<file path="src/rtl/rr_sel_mux_pkg.sv">
// Shared types and helpers for the round-robin / fixed-select channel mux.
package mux_pkg;

   // Steering mode: legacy fixed select or round-robin arbitration.
   typedef enum logic {
      MODE_FIXED = 1'b0,
      MODE_RR    = 1'b1
   } mux_mode_e;

   // Advance a channel index by one, wrapping from n-1 back to 0.
   function automatic int unsigned wrap_inc(input int unsigned idx, input int unsigned n);
      if (idx + 32'd1 >= n) begin
         return 32'd0;
      end else begin
         return idx + 32'd1;
      end
   endfunction

endpackage

</file>
<file path="src/rtl/rr_sel_mux_if.sv">
// Handshake bundle between N producers, the selector and one consumer.
interface rr_sel_mux_if #(
   parameter int N     = 16,
   parameter int WIDTH = 64,
   parameter int SELW  = $clog2(N)
);
   mux_pkg::mux_mode_e     mode;
   logic [SELW-1:0]        sel;
   logic [N-1:0]           in_valid;
   logic [N*WIDTH-1:0]     in_data;
   logic [N-1:0]           in_ready;
   logic                   out_valid;
   logic [WIDTH-1:0]       out_data;
   logic [SELW-1:0]        out_sel;
   logic                   out_ready;

   // Environment side: producers plus consumer.
   modport master (
      output mode, sel, in_valid, in_data, out_ready,
      input  in_ready, out_valid, out_data, out_sel
   );

   // Selector side.
   modport slave (
      input  mode, sel, in_valid, in_data, out_ready,
      output in_ready, out_valid, out_data, out_sel
   );
endinterface

</file>
<file path="src/rtl/rr_sel_mux_arbiter.sv">
// Combinational grant selection: fixed index or rotating-priority search.
module rr_arbiter #(
   parameter int N    = 16,
   parameter int SELW = $clog2(N)
) (
   input  logic [N-1:0]    req,
   input  logic [SELW-1:0] ptr,
   input  logic            fixed_en,
   input  logic [SELW-1:0] fixed_idx,
   output logic            gnt_valid,
   output logic [SELW-1:0] gnt_idx
);

   // Pick the granted channel; in rotating mode the search starts at ptr and
   // the loop runs from the farthest candidate back so the nearest one wins.
   always_comb begin
      int cand;
      cand      = 0;
      gnt_valid = 1'b0;
      gnt_idx   = '0;
      if (fixed_en) begin
         // An out-of-range index simply never matches, giving no grant.
         for (int i = 0; i < N; i++) begin
            if ((int'(fixed_idx) == i) && req[i]) begin
               gnt_valid = 1'b1;
               gnt_idx   = SELW'(i);
            end else begin
               gnt_valid = gnt_valid;
            end
         end
      end else begin
         for (int k = N - 1; k >= 0; k--) begin
            cand = int'(ptr) + k;
            if (cand >= N) begin
               cand = cand - N;
            end else begin
               cand = cand;
            end
            if (req[cand]) begin
               gnt_valid = 1'b1;
               gnt_idx   = SELW'(cand);
            end else begin
               gnt_valid = gnt_valid;
            end
         end
      end
   end

endmodule

</file>
<file path="src/rtl/rr_sel_mux.sv">
// Registered N-channel selector with valid/ready on every side.
// One pipeline stage; simultaneous drain and load keep full throughput.
module rr_sel_mux
   import mux_pkg::*;
#(
   parameter int N     = 16,
   parameter int WIDTH = 64,
   parameter int SELW  = $clog2(N)
) (
   input logic         clk,
   input logic         reset_n,
   rr_sel_mux_if.slave bus
);

   logic [SELW-1:0]  ptr_r;
   logic             out_valid_r;
   logic [WIDTH-1:0] out_data_r;
   logic [SELW-1:0]  out_sel_r;

   logic             fixed_en_s;
   logic             gnt_valid_s;
   logic [SELW-1:0]  gnt_idx_s;
   logic             can_load_s;
   logic             fire_s;
   logic [N-1:0]     in_ready_s;
   logic [SELW-1:0]  ptr_nxt_s;
   logic [WIDTH-1:0] chan_s [N];

   // Unpack the flat data bus into per-channel words.
   for (genvar g = 0; g < N; g++) begin : g_chan
      assign chan_s[g] = bus.in_data[g*WIDTH +: WIDTH];
   end

   assign fixed_en_s = (bus.mode == MODE_FIXED);

   rr_arbiter #(
      .N    (N),
      .SELW (SELW)
   ) u_arb (
      .req       (bus.in_valid),
      .ptr       (ptr_r),
      .fixed_en  (fixed_en_s),
      .fixed_idx (bus.sel),
      .gnt_valid (gnt_valid_s),
      .gnt_idx   (gnt_idx_s)
   );

   // Handshake: accept only when the output slot is free or draining, and
   // never while reset is asserted so nothing is taken during that cycle.
   always_comb begin
      can_load_s = !out_valid_r || bus.out_ready;
      fire_s     = gnt_valid_s && can_load_s && reset_n;
      in_ready_s = '0;
      ptr_nxt_s  = ptr_r;
      if (fire_s) begin
         in_ready_s[gnt_idx_s] = 1'b1;
      end else begin
         in_ready_s = '0;
      end
      if (fire_s && (bus.mode == MODE_RR)) begin
         ptr_nxt_s = SELW'(wrap_inc(int'(gnt_idx_s), N));
      end else begin
         ptr_nxt_s = ptr_r;
      end
   end

   // Output register and rotation pointer; a load wins over a drain.
   always_ff @(posedge clk) begin
      if (!reset_n) begin
         ptr_r       <= '0;
         out_valid_r <= 1'b0;
         out_data_r  <= '0;
         out_sel_r   <= '0;
      end else begin
         ptr_r <= ptr_nxt_s;
         if (fire_s) begin
            out_valid_r <= 1'b1;
            out_data_r  <= chan_s[gnt_idx_s];
            out_sel_r   <= gnt_idx_s;
         end else if (bus.out_ready) begin
            out_valid_r <= 1'b0;
         end else begin
            out_valid_r <= out_valid_r;
         end
      end
   end

   assign bus.in_ready  = in_ready_s;
   assign bus.out_valid = out_valid_r;
   assign bus.out_data  = out_data_r;
   assign bus.out_sel   = out_sel_r;

endmodule

</file>
<file path="src/flat_wrapper.sv">
// flat-port wrapper written by rule: the top's interface ports become plain ports
module rr_sel_mux_flat import mux_pkg::*;
#(
   parameter int N     = 16,
   parameter int WIDTH = 64,
   parameter int SELW  = $clog2(N)
)
  (clk, reset_n, bus_mode, bus_sel, bus_in_valid, bus_in_data, bus_out_ready, bus_in_ready, bus_out_valid, bus_out_data, bus_out_sel);
  rr_sel_mux_if #(.N(N), .WIDTH(WIDTH), .SELW(SELW)) bus_i ();
  input logic clk;
  input logic reset_n;
  input wire logic [$bits(bus_i.mode)-1:0] bus_mode;
  input wire logic [$bits(bus_i.sel)-1:0] bus_sel;
  input wire logic [$bits(bus_i.in_valid)-1:0] bus_in_valid;
  input wire logic [$bits(bus_i.in_data)-1:0] bus_in_data;
  input wire logic [$bits(bus_i.out_ready)-1:0] bus_out_ready;
  output wire logic [$bits(bus_i.in_ready)-1:0] bus_in_ready;
  output wire logic [$bits(bus_i.out_valid)-1:0] bus_out_valid;
  output wire logic [$bits(bus_i.out_data)-1:0] bus_out_data;
  output wire logic [$bits(bus_i.out_sel)-1:0] bus_out_sel;
  assign bus_i.mode = bus_mode;
  assign bus_i.sel = bus_sel;
  assign bus_i.in_valid = bus_in_valid;
  assign bus_i.in_data = bus_in_data;
  assign bus_i.out_ready = bus_out_ready;
  assign bus_in_ready = bus_i.in_ready;
  assign bus_out_valid = bus_i.out_valid;
  assign bus_out_data = bus_i.out_data;
  assign bus_out_sel = bus_i.out_sel;
  rr_sel_mux #(.N(N), .WIDTH(WIDTH), .SELW(SELW)) u_core (.clk(clk), .reset_n(reset_n), .bus(bus_i));
endmodule
</file>
<file path="config.mk">
export PLATFORM = sky130hd
export DESIGN_NAME = rr_sel_mux_flat
export DESIGN_NICKNAME = d
export VERILOG_FILES = /design/src/rtl/rr_sel_mux_pkg.sv /design/src/rtl/rr_sel_mux_if.sv /design/src/rtl/rr_sel_mux_arbiter.sv /design/src/rtl/rr_sel_mux.sv /design/src/flat_wrapper.sv
export SDC_FILE = /design/constraint.sdc
export NUM_CORES = 1
export LEC_CHECK = 0
export CELL_PAD_IN_SITES_DETAIL_PLACEMENT = 1
export CELL_PAD_IN_SITES_GLOBAL_PLACEMENT = 1
export CORE_AREA = 8 8 441 443
export DETAILED_ROUTE_END_ITERATION = 7
export DIE_AREA = 0 0 449 451
export PLACE_DENSITY_LB_ADDON = 0.1
export RECOVER_POWER = 50
export SLEW_MARGIN = 10
export SYNTH_ARGS = -nofsm -noshare
export SYNTH_HDL_FRONTEND = slang
export SYNTH_SLANG_ARGS = --single-unit
</file>
<file path="constraint.sdc">
create_clock -name clk -period 5.46 [get_ports clk]
set_clock_uncertainty 0.1 [all_clocks]
set_input_delay 1.365 -clock clk [delete_from_list [all_inputs] [get_ports clk]]
set_output_delay 1.365 -clock clk [all_outputs]
set_load 0.01 [all_outputs]
</file>
==> results of run 1 <==
## power by group through the flow
stage	clock (µW)	sequential [µW]	combinational, µW
3_5_place_dp	0	799	7060
6_report	754	781	7270
3_3_place_gp	0	796	7090
5_1_grt	826	803	7840
4_1_cts	831	791	7410
2_1_floorplan	0	851	3060
## worst register-to-register path: cells and delay by family, from the launching register on
| family | cells | cell delay [ps] |
|---|---|---|
| compound gates | 6 | 1420 |
| xor+xnor | 1 | 380 |
| fa+ha+maj | 1 | 220 |
| buf+inv | 7 | 1330 |
| flops | 1 | 520 |
| mux | 1 | 630 |
| simple gates | 3 | 510 |
## flip-flops by register name, indices dropped and copies added (netlist names)
| name | cells |
|---|---|
| u_core.ptr_r | 4 |
| u_core.bus.out_valid | 1 |
| u_core.bus.out_sel | 4 |
| u_core.bus.out_data | 64 |
## repair_timing
action                                 4_1_cts  5_1_grt
gates resized for setup                    275       41
endpoints found under the hold margin        0        0
cloned                                       2        2
setup buffers                               31        3
pin swaps                                   27       18
setup endpoints to repair                   81       48
## synthesized netlist by cell type (5+ instances only)
master and count:
buf_4 15, inv_1 11, a21oi_1 322, nand2b_1 50
mux2i_1 217, xnor2_1 9, a211oi_1 89, buf_2 81
mux2i_2 7, o31ai_1 14, ha_1 12, mux4_2 30
nand2_1 761, nand3b_1 22, buf_6 9, a221o_1 38
dfxtp_1 73, a32oi_1 99, a31oi_1 48, nand3_1 94
nor2_1 63, o21ai_0 76, mux2_2 15, and3_1 19
o21ai_1 5, o22ai_1 37, a221oi_1 26, clkbuf_1 122
buf_1 22, and2_1 7, o2111ai_1 53
## layout make-up
| class | instances | area, µm² |
|---|---|---|
| antenna | 29 | 72.57 |
| clock buffer | 11 | 252.7 |
| clock inverter | 5 | 61.31 |
| fill | 22310 | 152700 |
| inverter | 14 | 68.82 |
| multi-input combinational | 2186 | 14120 |
| sequential | 73 | 1461 |
| tap | 2495 | 3122 |
| timing repair buffer | 1513 | 15140 |
## layout by cell type, fill, tap and decap left out, types with 10 or more instances in the layout
master	n
clkdlybuf4s50_1	1026
nand2_1	759
a21oi_1	317
buf_4	295
mux2i_1	212
nand3_1	92
a32oi_1	89
a211oi_1	84
o21ai_0	73
dfxtp_1	73
dlygate4sd3_1	69
buf_6	55
nor2_1	54
o2111ai_1	51
nand2b_1	50
buf_12	50
a31oi_1	48
a221o_1	38
o22ai_1	37
mux4_2	30
diode_2	29
a221oi_1	26
nand3b_1	22
and3_4	14
o31ai_1	12
clkbuf_16	11
inv_1	10
mux2_2	10
## through the flow
stage	area (µm²)	hold slack (ps)	worst slack [ps]	utilization (%)	setup TNS, ps
2_1_floorplan	16290	380.2	-8.048	-	-32.19
3_3_place_gp	32840	358.0	-1558	17.56	-91360
3_5_place_dp	32840	355.5	-1532	17.56	-91410
4_1_cts	33950	379.0	-252.2	18.15	-3737
5_1_grt	34250	410.2	-340.5	18.32	-5122
6_report	34300	366.6	-265.1	18.34	-3811
## cells by family after synthesis
| kind of cell | after synthesis | share of synthesized area, % |
|---|---|---|
| mux | 271 | 19.51 |
| xor+xnor | 13 | 0.7527 |
| fa+ha+maj | 12 | 0.9310 |
| buf+inv | 263 | 7.518 |
| compound gates | 847 | 34.87 |
| flops | 73 | 9.062 |
| simple gates | 1043 | 27.35 |
## path summary, 6_finish.rpt
check	start	to	slack [ps]
setup / recovery	bus_in_valid[0]	bus_in_ready[8]	-270
hold / removal	u_core.bus.out_sel[2]$_SDFFE_PN0P_	u_core.bus.out_sel[2]$_SDFFE_PN0P_	370
setup reg to reg	u_core.ptr_r[2]$_SDFFE_PN0P_	u_core.bus.out_data[11]$_SDFFE_PN0P_	330
hold reg to reg	u_core.bus.out_sel[2]$_SDFFE_PN0P_	u_core.bus.out_sel[2]$_SDFFE_PN0P_	370
## routing by layer
metal	vias to the layer above	global-route usage [%]	share of wire, %
met5	-	0	0.18
met4	50	2.079	1.1
met3	167	4.595	5.5
met2	693	32.79	53
met1	12460	19.93	41
li1	11950	-	-
==> run_results.csv, run 1 <==
group,metric,value,unit
yosys,avgSynthCellArea,6.394,µm²
clock_network,cts_buffers,9,
clock_network,path_clk_slew,70,ps
yosys,synth-seq-cells,73,
yosys,async_flop_share,0,%
power,vdd_ir_drop_max,0.0001451,V
clock_network,clk_path_buf_depth,2,
grt,track_usage,17.32,%
power,total_power,8807,µW
die,initial_core_util,8.624,%
die,rows,159,
detailed_routing,drt_iter0_markers,1003,
clock_network,h-tree-depth,3,
grt,grt_overflow,0,
detailed_routing,drt-pass1-iter-count,5,
sta,fmax,174.7,MHz
job,max_cap_viol_count,0,
yosys,seq_area_frac_synth,9.062,%
placed_design,dp_cells,6245,
yosys,synth_area,16130,µm²
worst_setup_path,reg2reg_depth,19,
hold_path,min_path_type,"register to register",
placed_design,dp_hpwl,154200,µm
power,seq_power_share,8.9,%
yosys,synth_enable_flop_cells,0,
hold_path,min_path_cells,2,
detailed_routing,drcViolationCount,0,
worst_setup_path,max_stage_delay,600,ps
yosys,syn-num-nets,3582,
worst_setup_path,cp_common_cell,"buf_6",
die,die-height,451,µm
yosys,synth_top_flop_cell,"dfxtp_1",
detailed_routing,vias_per_cell,4.001,
power,p_switching,4524,µW
detailed_routing,post_drt_wl_per_cell,29.52,µm
yosys,yosysTopAreaCell,"nand2_1",
sta,setup_viol,16,
sta,fin_ws,-265.1,ps
finish,nNetsFinal,4857,
sta,slew_viol_final,0,
clock_network,cts_tree,"done",
yosys,netlist_instances,2522,
worst_setup_path,arrival,4260,ps
power,p_per_area,256.7,nW/µm²
worst_setup_path,critPathCaptureType,"output pin",
status,violations,"setup timing",
worst_setup_path,path_max_fanout,5,
sta,grt_setup_unrepaired,"true",
grt,grt_pass1_vias,26890,
finish,fin_cells,6326,
yosys,ys_warn_count,0,
worst_setup_path,path_depth,13,
detailed_routing,routed_wl,186700,µm
worst_setup_path,path_buf_inv,5,
grt,grt_max_degree,151,
power,swShare,51.37,%
power,clock_power_share,8.6,%
worst_setup_path,slowest_stage,"mux4_2",
detailed_routing,vias,25310,
finish,drive_above_1_share,15.39,%
yosys,synth.top_cell.area_share,17.71,%
clock_network,cts_sinks,73,
detailed_routing,antenna_left,0,
worst_setup_path,critical_path.startpoint_type,"input port",
yosys,ys_top_cells_by_area,"nand2_1 18%, mux2i_1 13%, a21oi_1 10%",
worst_setup_path,required,3990,ps
sta,period_share,104.9,%
sta,min_period,5725,ps
sta,hold_violations,0,
placed_design,place_congestion,0.8153,
die,die-width,449,µm
clock_network,cts_hold_buf,0,
power,power_frac_comb,82.6,%
power,leakage,0.01313,µW
power,internal_power,4283,µW
worst_setup_path,crit_type,"input port to output pin",
clock_network,cts_root_buffer,"clkbuf_16",
sta,relSlewSlack,38.20,%
finish,area.growth.synth_to_final,112.7,%
worst_setup_path,path_cells,"buf_6, mux4_2, mux4_2, buf_4, a211oi_2, a21oi_2, a211oi_2, o21ai_4, buf_12, buf_6, ha_4, and3_4, buf_6",
grt,grt_pass1_wl,246900,µm
die,io_pins,1133,
grt,antenna_found_initial,92,
status,status,"finished with violations",
die,die_area,202500,µm²
sta,tightest_slew,927.1,ps
worst_setup_path,cp_top_family,"multiplexers",
placed_design,numPortBuffers,1132,
yosys,synth.distinct_cells,76,
clock_network,clk_latency,400,ps
die,coreArea,187000,µm²
Note: power is estimated with default switching activity, not from simulation.
==> run 2: changes to the inputs <==
--- a/config.mk
+++ b/config.mk
@@ -7,9 +7,10 @@
 export LEC_CHECK = 0
 export CELL_PAD_IN_SITES_DETAIL_PLACEMENT = 1
 export CELL_PAD_IN_SITES_GLOBAL_PLACEMENT = 1
-export CORE_AREA = 8 8 441 443
+export CORE_AREA = 8 8 429 431
+export CTS_CLUSTER_SIZE = 14
 export DETAILED_ROUTE_END_ITERATION = 7
-export DIE_AREA = 0 0 449 451
+export DIE_AREA = 0 0 437 439
 export PLACE_DENSITY_LB_ADDON = 0.1
 export RECOVER_POWER = 50
 export SLEW_MARGIN = 10
==> constraint.sdc (replaced) <==
create_clock -name clk -period 7.4 [get_ports clk]
set_clock_uncertainty 0.1 [all_clocks]
set_input_delay 1.85 -clock clk [delete_from_list [all_inputs] [get_ports clk]]
set_output_delay 1.85 -clock clk [all_outputs]
set_load 0.01 [all_outputs]
==> run 2 against run 1 <==
  * The flow now finishes without violations
  * Largest power group unchanged
  * First-iteration DRC count grew 8.0%
  * Sequential cell count is the same
  * Highest routed layer unchanged
  * Combinational power shrank 36%
==> run_results.csv, run 2 (synthesis gave the netlist of run 1 again) <==
group,metric,value,unit
sta,min_period,7337,ps
sta,tns,0,ps
die,die_area,191800,µm²
detailed_routing,vias_per_cell,4.132,
worst_setup_path,critPathCaptureType,"output pin",
clock_network,cts_hold_buf,0,
sta,period_share,99.15,%
grt,grt_pass1_wl,240500,µm
finish,final_common_cell,"clkdlybuf4s50_1",
clock_network,cts_root_buffer,"clkbuf_16",
placed_design,numPortBuffers,1132,
power,internal_power,2680,µW
grt,grt_overflow,0,
clock_network,h-tree-depth,3,
die,die-height,439,µm
power,vdd_ir_drop_max,0.0001346,V
sta,hold_violations,0,
worst_setup_path,reg2reg_slack,990,ps
grt,track_usage,17.85,%
worst_setup_path,crit_start,"bus_in_valid[15]",
hold_path,min_path_cells,2,
finish,final_cell_mix,"1033 x clkdlybuf4s50_1, 760 x nand2_1, 321 x a21oi_1",
die,rows,155,
status,status,"complete, no violations",
finish,utilization,17.83,%
worst_setup_path,critical_path.startpoint_type,"input port",
finish,largest_reg_flops,64,
clock_network,cts_tree,"done",
clock_network,clk_path_buf_depth,2,
detailed_routing,post_drt_wl_per_cell,30.28,µm
power,clock_power_share,9.7,%
power,power_frac_comb,80.3,%
die,coreArea,177300,µm²
finish,nNetsFinal,4678,
clock_network,cts_buffers,9,
hold_path,hold_start,"u_core.bus.out_sel[1]$_SDFFE_PN0P_",
detailed_routing,drt_iter0_markers,1083,
sta,relSlewSlack,4.744,%
worst_setup_path,rr_startpoint,"u_core.ptr_r[1]$_SDFFE_PN0P_",
worst_setup_path,crit_type,"input port to output pin",
clock_network,cts_sinks,73,
power,seq_power_share,10.1,%
finish,fin_cells,6013,
worst_setup_path,required,5450,ps
die,io_pins,1133,
worst_setup_path,arrival,5390,ps
worst_setup_path,reg2reg_depth,18,
placed_design,dp_hpwl,150400,µm
power,swShare,53.66,%
finish,area.growth.synth_to_final,96.00,%
hold_path,min_path_type,"register to register",
clock_network,path_clk_slew,70,ps
detailed_routing,routed_wl,182100,µm
die,initial_core_util,9.098,%
placed_design,place_congestion,0.8120,
grt,grt_max_degree,160,
worst_setup_path,rr_endpoint,"u_core.bus.out_data[58]$_SDFFE_PN0P_",
clock_network,clk_latency,400,ps
sta,tightest_slew,1429,ps
power,p_switching,3103,µW
finish,drive_above_1_share,8.860,%
die,die-width,437,µm
detailed_routing,vias,24850,
grt,grt_pass1_vias,25960,
sta,fmax,136.3,MHz
sta,grt_setup_unrepaired,"true",
placed_design,dp_cells,5949,
power,p_per_area,183.0,nW/µm²
hold_path,hold-path-endpoint,"u_core.bus.out_sel[1]$_SDFFE_PN0P_",
worst_setup_path,path_max_fanout,6,
grt,antenna_found_initial,88,
sta,setup_viol,0,
detailed_routing,antenna_left,0,
job,max_cap_viol_count,0,
detailed_routing,drcViolationCount,0,
power,leakage,0.01203,µW
sta,slew_viol_final,0,
detailed_routing,drt-pass1-iter-count,5,
power,total_power,5784,µW
-- run 2: changes by cell type in the layout (fill, tap and decap cells not counted), sizes merged, moves of 3 or more --
cell	change
clkbuf	+3
diode	+6
buf	-209
dlygate4sd2	+15
clkdlybuf4s50	+7
dlymetal6s2s	+5
-- run 2: layout make-up --
class                           instances  area [µm²]
Tap cell                             2355        2947
Multi-Input combinational cell       2187       13710
Clock buffer                           11       252.7
Clock inverter                          5       62.56
Sequential cell                        73        1461
Timing Repair Buffer                 1333       13020
Antenna cell                           35       87.58
Inverter                               14       67.56
Fill cell                           21260      145700
-- run 2: per-stage QoR --
| step | hold slack, ps | area [µm²] | setup WS (ps) |
|---|---|---|---|
| floorplan | 380.2 | 16130 | 572.8 |
| global placement | 346.1 | 30990 | -434.9 |
| detailed placement | 365.6 | 30990 | -364.6 |
| CTS | 379.9 | 31400 | 0.8242 |
| global route | 398.8 | 31550 | -74.43 |
| finish | 363.5 | 31610 | 62.92 |
-- run 2: how the worst max path moves through the flow --
| stage | to | slack (ps) | cells past startpoint |
|---|---|---|---|
| after global placement | bus_in_ready[13] | -430 | 12 |
| after global routing | bus_in_ready[1] | -70 | 13 |
| after detailed placement | bus_in_ready[13] | -360 | 12 |
| after floorplan | bus_in_ready[15] | 570 | 14 |
| final | bus_in_ready[1] | 60 | 13 |
| after CTS | bus_in_ready[4] | 0.8 | 11 |
-- run 2: per-layer routing --
layer,track usage [%],routed length [µm],vias to the layer above
li1,-,-,11620
met1,20.93,74740,12320
met2,33.06,94290,721
met3,4.964,10830,145
met4,2.202,1991,38
met5,0,250,-
-- run 2: power groups by stage --
stage	sequential [µW]	combinational [µW]	clock, µW
after floorplan	628	2210	0
after global placement	593	4760	0
after detailed placement	596	4730	0
after CTS	591	4780	611
after global routing	598	5050	612
final	583	4640	558
-- run 2: repair_timing --
item,CTS,global route
pin swaps,3,6
setup endpoints to repair,16,9
buffers inserted,8,4
gates cloned,1,0
gates resized for setup,32,28
-- run 2: worst max-delay path, cell delays in order --
cell	delay, ps
dlygate4sd2_1	320
mux4_2	590
buf_4	190
mux2i_1	220
mux2_1	260
buf_4	180
o21a_1	150
o211ai_1	130
a32o_1	270
nor2_4	240
ha_2	280
and3_1	160
clkdlybuf4s50_1	540
